==> config.mk <==
export PLATFORM = sky130hd
export DESIGN_NAME = ps2_key_tracker
export DESIGN_NICKNAME = d
export VERILOG_FILES = /design/src/rtl/ps2_key_tracker.sv
export SDC_FILE = /design/constraint.sdc
export NUM_CORES = 1
export LEC_CHECK = 0
export CORE_ASPECT_RATIO = 0.75
export CORE_MARGIN = 2
export CORE_UTILIZATION = 25
export DETAILED_ROUTE_END_ITERATION = 10
export GPL_TIMING_DRIVEN = 0
export SLEW_MARGIN = 20
export SYNTH_ARGS = -nofsm -noshare
export SYNTH_HDL_FRONTEND = slang
export SYNTH_SLANG_ARGS = --single-unit
export TNS_END_PERCENT = 100
==> constraint.sdc <==
create_clock -name clk -period 6.3 [get_ports clk]
set_clock_uncertainty 0.1 [all_clocks]
set_input_delay 1.89 -clock clk [delete_from_list [all_inputs] [get_ports clk]]
set_output_delay 1.89 -clock clk [all_outputs]
set_load 0.05 [all_outputs]
==> src/rtl/ps2_key_tracker.sv <==
// ps2_key_tracker: drains PS/2 set-2 bytes from a FIFO, tracks the held key and counts presses, drives hex digits.
module ps2_key_tracker #(
  parameter int CNT_W = 8,
  parameter int CNT_SAT = 0,
  parameter int SEG_ACTIVE_LOW = 1,
  parameter int BLANK_ON_RELEASE = 1
) (
  input  logic                        clk,
  input  logic                        rst,
  input  logic [7:0]                  ps2_data_in,
  input  logic                        ps2_ready,
  input  logic                        ps2_overflow,
  output logic                        nextdata_n,
  output logic [7:0]                  key_code,
  output logic                        key_ext,
  output logic                        key_held,
  output logic                        press_pulse,
  output logic [CNT_W-1:0]            press_count,
  output logic                        ovf_err,
  output logic [7*(2+CNT_W/4)-1:0]    hout
);
  localparam int ND = 2 + CNT_W / 4;
  localparam logic [15:0][6:0] GLYPH = {
    7'h71, 7'h79, 7'h5E, 7'h39, 7'h7C, 7'h77, 7'h6F, 7'h7F,
    7'h07, 7'h7D, 7'h6D, 7'h66, 7'h4F, 7'h5B, 7'h06, 7'h3F
  };
  typedef enum logic [1:0] {IDLE, POP, SETTLE} state_t;
  state_t state, state_n;
  logic ext_pend, brk_pend, ext_eff, brk_eff;
  logic take, is_e0, is_f0, is_code, same, make, brk;
  logic [CNT_W+7:0] nib;
  always_comb begin
    state_n = IDLE;
    nextdata_n = 1'b1;
    if (state == IDLE) state_n = ps2_ready ? POP : IDLE;
    else if (state == POP) begin
      state_n = SETTLE;
      nextdata_n = 1'b0;
    end
  end
  // an overflow on this edge voids any pending prefix before the byte is parsed
  assign ext_eff = ext_pend & ~ps2_overflow;
  assign brk_eff = brk_pend & ~ps2_overflow;
  assign take = state == IDLE && ps2_ready;
  assign is_e0 = ps2_data_in == 8'hE0;
  assign is_f0 = ps2_data_in == 8'hF0;
  assign is_code = take && !is_e0 && !is_f0;
  assign same = key_held && {ext_eff, ps2_data_in} == {key_ext, key_code};
  assign make = is_code && !brk_eff && !same;
  assign brk = is_code && brk_eff && same;
  always_ff @(posedge clk) begin
    if (rst) begin
      state <= IDLE;
      ext_pend <= 1'b0;
      brk_pend <= 1'b0;
      key_code <= '0;
      key_ext <= 1'b0;
      key_held <= 1'b0;
      press_pulse <= 1'b0;
      press_count <= '0;
      ovf_err <= 1'b0;
    end else begin
      state <= state_n;
      ext_pend <= take ? is_e0 | (is_f0 & ext_eff) : ext_eff;
      brk_pend <= take ? is_f0 | (is_e0 & brk_eff) : brk_eff;
      press_pulse <= make;
      ovf_err <= ovf_err | ps2_overflow;
      if (make) begin
        key_code <= ps2_data_in;
        key_ext <= ext_eff;
        key_held <= 1'b1;
        press_count <= (CNT_SAT != 0 && &press_count) ? press_count : press_count + 1'b1;
      end else if (brk) key_held <= 1'b0;
    end
  end
  assign nib = {press_count, key_code};
  for (genvar i = 0; i < ND; i++) begin : g_dig
    logic [6:0] seg;
    assign seg = (i < 2 && BLANK_ON_RELEASE != 0 && !key_held) ? 7'h00 : GLYPH[nib[4*i+:4]];
    assign hout[7*i+:7] = SEG_ACTIVE_LOW != 0 ? ~seg : seg;
  end
endmodule

==> results.yml <==
clock_network:
  cts.repair.resized: 0
  path_clk_slew_ns: 0.07
  hold_buffers: 0
  htree_num_levels: 2
  post-cts-setup-buffers: 0
  cts_root_buf: "clkbuf_16"
  clock_path_buffers: 2
  clkLatencyLatePin_ns: 0.28
  cts.sinks: 52
  cts_buffers: 5
  tritoncts: "built"
power:
  internal_power_w: 0.0005968
  p_comb_share_pct: 28.0
  vdd_drop_max_uv: 115.5
  power_w: 0.0008851
  p_leak_nw: 1.690
  clock_power_share_pct: 30.9
  seqPwrFrac_pct: 41.1
  p_switching_w: 0.0002883
  pwr_density_cell_mw_per_mm2: 217.7
  p_sw_share_pct: 32.57
sta:
  hold_viol_final: 0
  max_freq_mhz: 190.4
  final-max-slew-violation-count: 0
  fin_crit_sh_pct: 83.38
  setup_viol: 0
  post-route-min-period_ns: 5.253
  worst_slew_pin_slew_ns: 0.6238
  rsz0062_at_grt: "no"
  timing.setup.tns_ns: 0
  slew_headroom_pct: 57.98
job:
  drv_cap: 0
place:
  place_hpwl_um: 6295
  place_congestion: 0.8092
  portBuffers: 60
critical_path:
  cp.required_ns: 6.33
  startpoint_type: "primary input"
  r2r-start: "key_code[2]"
  rrSetupSlack_ns: 2.90
  path_max_fanout: 10
  cp-end-kind: "flip-flop"
  crit_family: "buffers and inverters"
  crit_chain: "clkdlybuf4s50_1 > nor4bb_1 > a31oi_4 > nor2b_1 > clkbuf_1 > nand2_1 > buf_2 > nand2_1 > a21oi_1 > ha_1 > inv_1 > a2111oi_0 > a311oi_1"
  cp_num_buf_inv: 4
  path_common_cell: "nand2_1"
  worstRegToRegCells: 11
  cpPeakStageDelay_ns: 0.58
  path_class: "primary input to flip-flop"
  crit_start: "ps2_data_in[6]"
  cp.depth: 13
  critPathSlowestCell: "clkdlybuf4s50_1"
  critical_path_arrival_ns: 5.29
floorplanning:
  fp.dieH_um: 100.6
  initial_core_util_pct: 25.45
  row_count: 35
  die_area_mm2: 0.01335
  core_mm2: 0.01222
  die_w_um: 132.8
  io_pins: 61
global_route:
  antenna_found_initial: 0
  grt_pass1_wl_um: 13660
  grt_pass1_vias: 2700
  gr-total-overflow: 0
  grtUsageTotal_pct: 12.59
  grt_max_degree: 16
logic_synthesis:
  seq_area_frac_synth_pct: 33.48
  synth_area_leader_cell: "dfxtp_1"
  syn_nets: 392
  synth_edf_count: 0
  synth_top_area_share_pct: 33.48
  yosysMostFrequentCell: "dfxtp_1"
  synth-seq-cells: 52
  synthCells: 351
  synthDistinctLibCells: 59
  ys_top_cells_by_area: "dfxtp_1 (33%), ha_1 (12%), mux2i_1 (5.5%)"
  avgSynthCellArea_um2: 8.858
  yosys_warnings: 0
  synth-main-ff-cell: "dfxtp_1"
  synth_top_cells_by_count: "dfxtp_1 (52), inv_1 (38), nor2_1 (30), ha_1 (29), nand2_1 (26)"
  ys_async_sr_fraction_pct: 0
  netlist_area_mm2: 0.003109
route:
  firstDrtPassIters: 5
  drt-total-wl_um: 8188
  drtIter0Drc: 140
  vias: 2630
  routed_via_density: 4.496
  wl_per_cell_um: 14.00
  final_antenna_net_count: 0
  drc: 0
layout:
  drive_above_1_share_pct: 9.069
  antenna_cells: 0
  syn_to_final_growth_pct: 30.78
  nets: 459
worst_hold_path:
  worstHoldStart: "ovf_err"
  hold_class: "flip-flop to flip-flop"
outcome:
  status: "finished clean"
kinds of logic after synthesis:
group	synth area share [%]
AO/OA/AOI/OAI	13.08
XOR/XNOR	4.225
adder cells (fa/ha/maj)	11.67
buffers and inverters	7.404
flip-flops	33.48
multiplexers	10.54
AND/OR/NAND/NOR	19.60
placed cells by master (no fill, tap or decap), drive strengths merged, types with 2 or more instances in the layout:
cell,n
a21boi,2
a21o,4
a21oi,15
a221oi,3
a22oi,2
a2bb2oi,6
a31oi,5
and2,2
and3,2
and4,2
buf,7
clkbuf,15
clkdlybuf4s50,60
clkinv,2
dfxtp,52
ha,29
inv,39
mux2,12
mux2i,18
nand2,26
nand2b,3
nand3,10
nand4,2
nand4bb,2
nor2,31
nor2b,8
nor3,7
nor3b,3
nor4,4
o21a,2
o21ai,5
o22ai,2
o31ai,2
or2,3
or3,4
or4,3
xnor2,6
xor2,9
worst reg2reg max path, stage by stage, from the launching register on:
cell	delay (ns)
dfxtp_1	0.38
xor2_1	0.18
nor4_1	0.49
nand4_1	0.30
nand2_1	0.22
buf_2	0.26
nand2_1	0.11
a21oi_1	0.37
ha_1	0.30
inv_1	0.09
a2111oi_0	0.36
a311oi_1	0.10
worst min-delay path by stage:
stage	depth (start not counted)	to	slack, ns
after floorplan	2	state[0]	0.44
final	2	ovf_err	0.37
after global routing	2	ovf_err	0.41
after CTS	2	ovf_err	0.38
after detailed placement	2	ovf_err	0.37
after global placement	2	ovf_err	0.35
power by group through the flow:
stage	registers [W]	logic, W	clock network [W]
2_1_floorplan	0.000390	0.000148	0
3_3_place_gp	0.000371	0.000246	0
3_5_place_dp	0.000372	0.000247	0
4_1_cts	0.000364	0.000249	0.000285
5_1_grt	0.000366	0.000268	0.000299
6_report	0.000364	0.000248	0.000273
metrics by stage:
stage	utilization (%)	instance area [um^2]	cells	hold slack, ns	setup slack, ns
CTS	33.28	4066	585	0.3813	1.066
global route	33.28	4066	585	0.4063	0.7138
floorplan	-	3109	351	0.4449	1.872
global placement	32.06	3918	577	0.3549	0.8067
detailed placement	32.06	3918	577	0.3687	0.7674
finish	33.28	4066	585	0.3743	1.047
routing by layer:
metal	global-route usage, %	vias to the layer above	routed length [um]
li1	-	1330	-
met1	16.77	1242	3981
met2	20.77	52	3682
met3	3.117	6	429
met4	2.730	0	94
met5	0	-	0
cell type report:
type / instances / area [um^2]
sequential: 52 / 1041
timing repair buffer: 60 / 600.6
tap: 166 / 207.7
clock buffer: 6 / 138.9
inverter: 39 / 146.4
multi-input combinational: 244 / 1838
buffer: 16 / 83.83
clock inverter: 2 / 10.01
fill: 1239 / 8152
Note: power is estimated with default switching activity, not from simulation.
